**config.mk**
```make
export PLATFORM = sky130hd
export DESIGN_NAME = sys_arr_out_deskew
export DESIGN_NICKNAME = d
export VERILOG_FILES = /design/src/rtl/sysarr_pkg.sv /design/src/rtl/sync_fifo.sv /design/src/rtl/sys_arr_out_deskew.sv
export SDC_FILE = /design/constraint.sdc
export NUM_CORES = 1
export LEC_CHECK = 0
export CORE_ASPECT_RATIO = 0.7
export CORE_MARGIN = 2
export CORE_UTILIZATION = 59
export DETAILED_ROUTE_END_ITERATION = 6
export HOLD_SLACK_MARGIN = 0.15
export PLACE_DENSITY_LB_ADDON = 0.15
export SETUP_SLACK_MARGIN = 0.1
export SLEW_MARGIN = 20
export SYNTH_ARGS = -nofsm -noshare
export SYNTH_HDL_FRONTEND = slang
export SYNTH_SLANG_ARGS = --single-unit
```
**constraint.sdc**
```tcl
create_clock -name clk -period 5.8 [get_ports clk]
set_input_delay 0.87 -clock clk [delete_from_list [all_inputs] [get_ports clk]]
set_output_delay 0.87 -clock clk [all_outputs]
set_load 0.02 [all_outputs]
```
**src/rtl/sysarr_pkg.sv**
```systemverilog
// Shared widths for the systolic array: PE operand width and accumulator width.
package sysarr_pkg;
  localparam int ACC_WIDTH  = 16;
  localparam int DATA_WIDTH = 8;
endpackage

```
**src/rtl/sync_fifo.sv**
```systemverilog
// Single-clock circular-buffer FIFO with occupancy count.
// A push into a full FIFO is accepted only if a pop happens on the same edge.
module sync_fifo #(
  parameter int width = 32,
  parameter int depth = 4
) (
  input  logic                       clk,
  input  logic                       rst,
  input  logic                       push,
  input  logic [width-1:0]           push_data,
  input  logic                       pop_ready,
  output logic                       valid,
  output logic [width-1:0]           rd_data,
  output logic [$clog2(depth+1)-1:0] count,
  output logic                       dropped
);
  localparam int PW = $clog2(depth);
  localparam int CW = $clog2(depth + 1);
  localparam logic [CW-1:0] FULL_CNT = CW'(depth);

  logic [width-1:0] mem [depth];
  logic [PW-1:0]    wr_ptr;
  logic [PW-1:0]    rd_ptr;
  logic             empty;
  logic             full;
  logic             pop;
  logic             wr_en;

  assign empty   = (count == '0);
  assign full    = (count == FULL_CNT);
  assign pop     = !empty && pop_ready;
  assign wr_en   = push && (!full || pop);
  assign dropped = push && full && !pop;
  assign valid   = !empty;
  assign rd_data = empty ? '0 : mem[rd_ptr];

  always_ff @(posedge clk) begin
    if (rst) begin
      wr_ptr <= '0;
      rd_ptr <= '0;
      count  <= '0;
    end else begin
      if (wr_en) wr_ptr <= wr_ptr + PW'(1);
      if (pop)   rd_ptr <= rd_ptr + PW'(1);
      case ({wr_en, pop})
        2'b10:   count <= count + CW'(1);
        2'b01:   count <= count - CW'(1);
        default: count <= count;
      endcase
    end
  end

  // Storage needs no reset; the pointers alone define what is visible.
  always_ff @(posedge clk) begin
    if (!rst && wr_en) mem[wr_ptr] <= push_data;
  end
endmodule

```
**src/rtl/sys_arr_out_deskew.sv**
```systemverilog
// Collects the last PE row's skewed results, realigns the columns into one word
// and queues it for a valid/ready consumer, flagging drops and misalignment.
module sys_arr_out_deskew
  import sysarr_pkg::*;
#(
  parameter int row_width  = 2,
  parameter int fifo_depth = 4
) (
  input  logic                              clk,
  input  logic                              rst,
  input  logic [row_width-1:0]              activein,
  input  logic [ACC_WIDTH*row_width-1:0]    maccin,
  input  logic                              out_ready,
  output logic                              out_valid,
  output logic [ACC_WIDTH*row_width-1:0]    out_data,
  output logic [$clog2(fifo_depth+1)-1:0]   count,
  output logic                              overflow,
  output logic                              skew_err
);
  logic [row_width-1:0]           dly_valid;
  logic [ACC_WIDTH*row_width-1:0] dly_data;
  logic                           all_valid;
  logic                           mixed;
  logic                           dropped;

  // Earlier columns wait longer so every column lines up with the last one.
  for (genvar i = 0; i < row_width; i++) begin : g_col
    localparam int D = row_width - 1 - i;
    if (D == 0) begin : g_direct
      assign dly_valid[i]                     = activein[i];
      assign dly_data[i*ACC_WIDTH +: ACC_WIDTH] = maccin[i*ACC_WIDTH +: ACC_WIDTH];
    end else begin : g_delay
      logic [D-1:0]         v_q;
      logic [ACC_WIDTH-1:0] d_q [D];
      always_ff @(posedge clk) begin
        if (rst) begin
          v_q <= '0;
          for (int k = 0; k < D; k++) d_q[k] <= '0;
        end else begin
          v_q[0] <= activein[i];
          d_q[0] <= activein[i] ? maccin[i*ACC_WIDTH +: ACC_WIDTH] : '0;
          for (int k = 1; k < D; k++) begin
            v_q[k] <= v_q[k-1];
            d_q[k] <= d_q[k-1];
          end
        end
      end
      assign dly_valid[i]                       = v_q[D-1];
      assign dly_data[i*ACC_WIDTH +: ACC_WIDTH] = d_q[D-1];
    end
  end

  assign all_valid = &dly_valid;
  assign mixed     = (|dly_valid) && !all_valid;

  sync_fifo #(
    .width (ACC_WIDTH*row_width),
    .depth (fifo_depth)
  ) u_fifo (
    .clk       (clk),
    .rst       (rst),
    .push      (all_valid),
    .push_data (dly_data),
    .pop_ready (out_ready),
    .valid     (out_valid),
    .rd_data   (out_data),
    .count     (count),
    .dropped   (dropped)
  );

  always_ff @(posedge clk) begin
    if (rst) begin
      overflow <= 1'b0;
      skew_err <= 1'b0;
    end else begin
      if (dropped) overflow <= 1'b1;
      if (mixed)   skew_err <= 1'b1;
    end
  end
endmodule

```
==> flow_metrics.env, run 1 <==
export IMPL_worstSetupPathType="flip-flop to output pin"
export IMPL_yosysTopAreaCell="edfxtp_1"
export IMPL_drt_iter0_markers=338
export IMPL_p_per_area_nw_per_um2=417
export IMPL_dpl_cell_area_um2=6780
export IMPL_finClkSkew_ps=7.05
export IMPL_port_buffers=74
export IMPL_min_to="u_fifo.mem[3][2]"
export IMPL_rows=30
export IMPL_max_slew_margin_pct=34.8
export IMPL_grt_use_total_pct=21.4
export IMPL_clkTransAtPathRegs_ps=60
export IMPL_cts_max_path_buffers=2
export IMPL_synth_simple_gate_area_share_pct=7.88
export IMPL_ys_ff_latch=156
export IMPL_cts_tree="yes"
export IMPL_setup_viol=0
export IMPL_reg2reg_slack_ps=3170
export IMPL_syn_area_um2=5920
export IMPL_p_total_mw=3.10
export IMPL_holdPathStages=0
export IMPL_setup_worst_path_start_class="flip-flop"
export IMPL_place_hpwl_mm=6.25
export IMPL_slew_viol_final=0
export IMPL_endpoint_kind="output pin"
export IMPL_grt_pass1_vias=3003
export IMPL_rsz0062_at_grt="false"
export IMPL_synthAdderAreaFrac_pct=1.61
export IMPL_antenna_left=0
export IMPL_drt_wirelength_per_cell_um=20.2
export IMPL_synth_edff_count=128
export IMPL_synth_area_mux_share_pct=12.7
export IMPL_die_y_um=87.8
export IMPL_cts_resized=0
export IMPL_final_area_um2=7420
export IMPL_nets=429
export IMPL_postRouteWirelength_mm=10.6
export IMPL_dieArea_um2=10900
export IMPL_worst_pin_slew_ps=973
export IMPL_max_freq_ghz=0.268
export IMPL_synth_main_ff_cell="edfxtp_1"
export IMPL_cts_hold_buffers=0
export IMPL_regToRegEndpoint="u_fifo.mem[2][14]"
export IMPL_period_share_pct=64.3
export IMPL_grt_pass1_wl_mm=16.1
export IMPL_netlist_top_cells_count="128 x edfxtp_1, 30 x mux4_2, 29 x nor2b_1"
export IMPL_grt_max_degree=36
export IMPL_synth_nets=343
export IMPL_r2r_start="u_fifo.count[0]"
export IMPL_hold_path_class="flip-flop to flip-flop"
export IMPL_synth_top_area_share_pct=64.9
export IMPL_vias=2890
export IMPL_fp_coreArea_um2=9720
export IMPL_crit_fanout=18
export IMPL_clkSinkCount=156
export IMPL_numCtsBuffers=17
export IMPL_synth_xor_area_share_pct=0.444
export IMPL_cts_setup_buffers=0
export IMPL_grt_antenna_before_repair=0
export IMPL_drv_cap=0
export IMPL_pin_count=75
export IMPL_hold_viol=0
export IMPL_async_flop_share_pct=0
export IMPL_drive_above_1_share_pct=20.1
export IMPL_synth_compound_area_share_pct=0.634
export IMPL_rr_worst_depth=5
export IMPL_syn_inst=299
export IMPL_min_delay_start="g_col[0].g_delay.d_q[0][2]"
export IMPL_ys_types=28
export IMPL_via_per_inst=5.49
export IMPL_synthTopCellsByArea="edfxtp_1 65%, mux4_2 11%, dfxtp_1 9.5%"
export IMPL_arrival_ps=2860
export IMPL_yosysWarnings=0
export IMPL_die_w_um=124
export IMPL_gp_congestion=0.739
export IMPL_post_synth_top_count_cell="edfxtp_1"
export IMPL_power_leakage_nw=2.45
export IMPL_seq_area_frac_synth_pct=74.4
export IMPL_finish_utilization_pct=76.3
export IMPL_area_growth_pct=25.3
export IMPL_gr_total_overflow=0
export IMPL_cts_root_buffer_cell="clkbuf_16"
export IMPL_dr_pass1_iters=4
export IMPL_synth_top_family_by_area="multiplexers"
export IMPL_ir_drop_v=0.000385
export IMPL_critPathRequiredTime_ps=4930
export IMPL_initial_core_util_pct=60.9
export IMPL_htreeDepth=4
export IMPL_clkLatencyLatePin_ps=420
export IMPL_tns_ps=0
export IMPL_layout_min_cycle_time_ps=3730
export IMPL_syn_avg_cell_area_um2=19.8
export IMPL_drcViolationCount=0
export IMPL_num_antenna_cells=0
export IMPL_status="finished, final reports clean"
## state kept, by name (all words and copies together), names as in the netlist, named ones only
name               count
g_col.g_delay.d_q     16
g_col.g_delay.v_q      1
overflow               1
skew_err               1
u_fifo.count           3
u_fifo.mem           128
u_fifo.rd_ptr          2
u_fifo.wr_ptr          2
## kinds of logic after synthesis
kind of cell | after synthesis
AO/OA/AOI/OAI | 7
XOR/XNOR | 3
adder cells (fa/ha/maj) | 7
buffers and inverters | 21
flip-flops | 156
multiplexers | 34
AND/OR/NAND/NOR | 71
## worst max-delay path, stage by stage, from the launching register on
cell             delay (ps)
dfxtp_2                 680
buf_4                   440
mux4_2                  560
nor2b_1                 170
clkdlybuf4s50_1         580
## through the flow
stage / hold WS (ps) / instances / worst slack, ps
floorplan: 438 / 299 / 1620
global placement: 452 / 494 / 2300
detailed placement: 467 / 494 / 2230
CTS: 478 / 526 / 1980
global route: 496 / 526 / 1870
finish: 480 / 526 / 2070
## cell usage in the layout, fill, tap and decap left out, drive strengths merged, types with 3 or more instances in the layout
cell type	count
clkinv	3
dfxtp	28
nor2b	34
inv	11
edfxtp	128
a21oi	4
mux4	32
and2	16
nor2	10
nor3b	4
xor2	3
ha	6
clkbuf	20
clkdlybuf4s50	74
bufinv	4
buf	6
## routing by layer
metal / global-route usage [%] / vias to the layer above / share of wire (%) / routed length, um
met5: 0 / - / 0 / 0
met3: 6.32 / 11 / 4.8 / 508
li1: - / 1317 / - / -
met2: 35.4 / 79 / 53 / 5580
met1: 27.6 / 1483 / 42 / 4420
met4: 7.75 / 0 / 0.91 / 97
## how the worst max path moves through the flow
stage,start,endpoint,slack (ps)
2_1_floorplan,activein[1],u_fifo.mem[0][0],1620
3_3_place_gp,activein[1],u_fifo.mem[2][3],2300
3_5_place_dp,activein[1],u_fifo.mem[2][3],2230
4_1_cts,flip-flop,out_data[15],1980
5_1_grt,flip-flop,out_data[27],1870
6_report,flip-flop,out_data[15],2070
## where the power goes
part	switching [mW]	internal, mW	leakage, nW
Combinational	0.318	0.330	0.743
Clock	0.431	0.737	0.303
Sequential	0.0480	1.23	1.40
Total	0.797	2.30	2.45
## final cells by class
cell class                      instances  area (um^2)
Clock buffer                           20          447
Clock inverter                         12          186
Fill cell                             532         2300
Inverter                                8         30.0
Multi-Input combinational cell        122         1400
Sequential cell                       156         4410
Tap cell                              128          160
Timing Repair Buffer                   80          786
(Power assumes the default switching activity.)
==> run 2, diff against run 1 <==
--- a/config.mk
+++ b/config.mk
@@ -7,7 +7,7 @@
 export LEC_CHECK = 0
 export CORE_ASPECT_RATIO = 0.7
 export CORE_MARGIN = 2
-export CORE_UTILIZATION = 59
+export CORE_UTILIZATION = 55
 export DETAILED_ROUTE_END_ITERATION = 6
 export HOLD_SLACK_MARGIN = 0.15
 export PLACE_DENSITY_LB_ADDON = 0.15
==> constraint.sdc (replaced) <==
create_clock -name clk -period 3.7 [get_ports clk]
set_input_delay 0.555 -clock clk [delete_from_list [all_inputs] [get_ports clk]]
set_output_delay 0.555 -clock clk [all_outputs]
set_load 0.02 [all_outputs]
==> run 2 against run 1 <==
  * Hold slack got worse by 6.9 ps
  * Register-to-register slack got worse by 1900 ps
  * Combinational power up 62%
  * Final cell count up 1.9%
  * Clock skew shrank 1.7 ps
  * Utilization shrank 4.2 points
  * Sequential cell count unchanged
  * Via count down 1.1%
  * Sequential power increased by 56%
  * Power up 59%
  * Largest cell class unchanged
  * Highest routed layer unchanged
==> flow_metrics.env, run 2 (same netlist as run 1, synthesis figures left out) <==
export IMPL_status="finished, final reports clean"
export IMPL_multi_input_area_um2=1400
export IMPL_clkLatencyLatePin_ps=420
export IMPL_finish_utilization_pct=72.1
export IMPL_setup_worst_path_start_class="flip-flop"
export IMPL_max_slew_margin_pct=42.3
export IMPL_drt_wirelength_per_cell_um=19.1
export IMPL_gp_congestion=0.690
export IMPL_max_freq_ghz=0.319
export IMPL_path_depth=4
export IMPL_grt_pass1_vias=3057
export IMPL_largestRegisters="u_fifo.mem: 128 flops, g_col.g_delay.d_q: 16 flops, u_fifo.count: 3 flops"
export IMPL_layout_min_cycle_time_ps=3130
export IMPL_arrival_ps=2580
export IMPL_wl_met1_mm=4.55
export IMPL_via_per_inst=5.33
export IMPL_hold_path_class="flip-flop to flip-flop"
export IMPL_holdPathStages=2
export IMPL_layout_cells_non_filler=536
export IMPL_drcViolationCount=0
export IMPL_path_buf_inv=2
export IMPL_grt_max_degree=33
export IMPL_drive_above_1_share_pct=20.8
export IMPL_clkTransAtPathRegs_ps=60
export IMPL_rows=31
export IMPL_fillerInstances=645
export IMPL_maxUsedRoutingLayer="met4"
export IMPL_hold_viol=0
export IMPL_drv_cap=0
export IMPL_cts_max_path_buffers=2
export IMPL_fp_coreArea_um2=10400
export IMPL_final_common_cell="edfxtp_1"
export IMPL_cts_resized=0
export IMPL_numCtsBuffers=17
export IMPL_grt_antenna_before_repair=0
export IMPL_top_register="u_fifo.mem"
export IMPL_vias=2857
export IMPL_worstSetupPathType="flip-flop to output pin"
export IMPL_cts_tree="yes"
export IMPL_seq_power_share_pct=40.5
export IMPL_routed_wl_met3_um=439
export IMPL_switchingPower_mw=1.22
export IMPL_endpoint_kind="output pin"
export IMPL_p_total_mw=4.93
export IMPL_largest_register_ffs=128
export IMPL_clkSinkCount=156
export IMPL_gr_total_overflow=0
export IMPL_final_area_um2=7500
export IMPL_cts_setup_buffers=0
export IMPL_tns_ps=0
export IMPL_rsz0062_at_grt="false"
export IMPL_worst_path_dominant_cell_family="buffers and inverters"
export IMPL_crit_fanout=23
export IMPL_p_per_area_nw_per_um2=657
export IMPL_area_growth_pct=26.6
export IMPL_grt_use_total_pct=19.1
export IMPL_dieArea_um2=11600
export IMPL_grt_pass1_wl_mm=16.0
export IMPL_slowest_stage="clkdlybuf4s50_1"
export IMPL_cts_hold_buffers=0
export IMPL_initial_core_util_pct=57.0
export IMPL_antenna_left=0
export IMPL_critPathMaxStageDelay_ps=590
export IMPL_die_y_um=90.8
export IMPL_swShare_pct=24.9
export IMPL_p_int_mw=3.70
export IMPL_place_hpwl_mm=6.22
export IMPL_die_w_um=128
export IMPL_drt_iter0_markers=108
export IMPL_postRouteWirelength_mm=10.3
export IMPL_worst_pin_slew_ps=866
export IMPL_pin_count=75
export IMPL_seqCellArea_um2=4410
export IMPL_htreeDepth=4
export IMPL_p_clk_share_pct=38.2
export IMPL_num_antenna_cells=0
export IMPL_nets=435
export IMPL_wl_met2_mm=5.09
export IMPL_period_share_pct=84.6
export IMPL_critPathRequiredTime_ps=3140
export IMPL_final_cell_mix="128 x edfxtp_1, 74 x clkdlybuf4s50_1, 30 x mux4_2, 29 x nor2b_1, 26 x dfxtp_1"
export IMPL_finClkSkew_ps=5.39
export IMPL_cts_root_buffer_cell="clkbuf_16"
export IMPL_dr_pass1_iters=4
export IMPL_setup_viol=0
export IMPL_port_buffers=74
export IMPL_worstPathCellList="buf_12 > mux4_1 > nor2b_1 > clkdlybuf4s50_1"
export IMPL_slew_viol_final=0
export IMPL_ir_drop_v=0.000449
export IMPL_place_inst=504
export IMPL_rr_worst_depth=9
export IMPL_dpl_cell_area_um2=6850
export IMPL_power_leakage_nw=2.49
export IMPL_combPwrFrac_pct=21.3
## run 2: through the flow
stage	hold WS (ps)	setup slack, ps
after floorplan	438	-168
after global placement	451	771
after detailed placement	463	669
after CTS	479	512
after global routing	488	420
final	473	569
## run 2: power by group through the flow
stage	logic, mW	clock network [mW]	registers [mW]
2_1_floorplan	0.689	0	2.00
3_3_place_gp	1.06	0	2.03
3_5_place_dp	1.06	0	2.03
4_1_cts	1.07	1.91	2.00
5_1_grt	1.12	1.97	2.01
6_report	1.05	1.88	2.00
## run 2: area by class of cell
class                           instances  share of cell area, %
Clock buffer                           21                   6.14
Clock inverter                         11                   2.55
Inverter                                8                  0.400
Multi-Input combinational cell        122                   18.7
Sequential cell                       156                   58.8
Tap cell                              132                   2.20
Timing Repair Buffer                   86                   11.2
## run 2: path summary, 6_finish.rpt
kind / slack, ps / to / from
worst min-delay path: 470 / skew_err / skew_err
worst max-delay path: 570 / out_data[27] / flip-flop
worst min register to register: 470 / skew_err / skew_err
worst max register to register: 1260 / u_fifo.count[2] / u_fifo.count[2]
## run 2: per-layer routing
metal / GRT usage (%) / up-vias
li1: - / 1326
met1: 25.3 / 1435
met2: 30.2 / 80
met3: 4.68 / 16
met4: 9.25 / 0
met5: 0 / -
## run 2: worst register-to-register path, stage by stage (launching register included)
cell and delay [ps]:
dfxtp_1 450, nor4b_2 340, nor2b_2 110, inv_1 200
ha_1 230, inv_1 60, fa_1 370, xor2_1 150
or3_1 300, a21oi_1 140
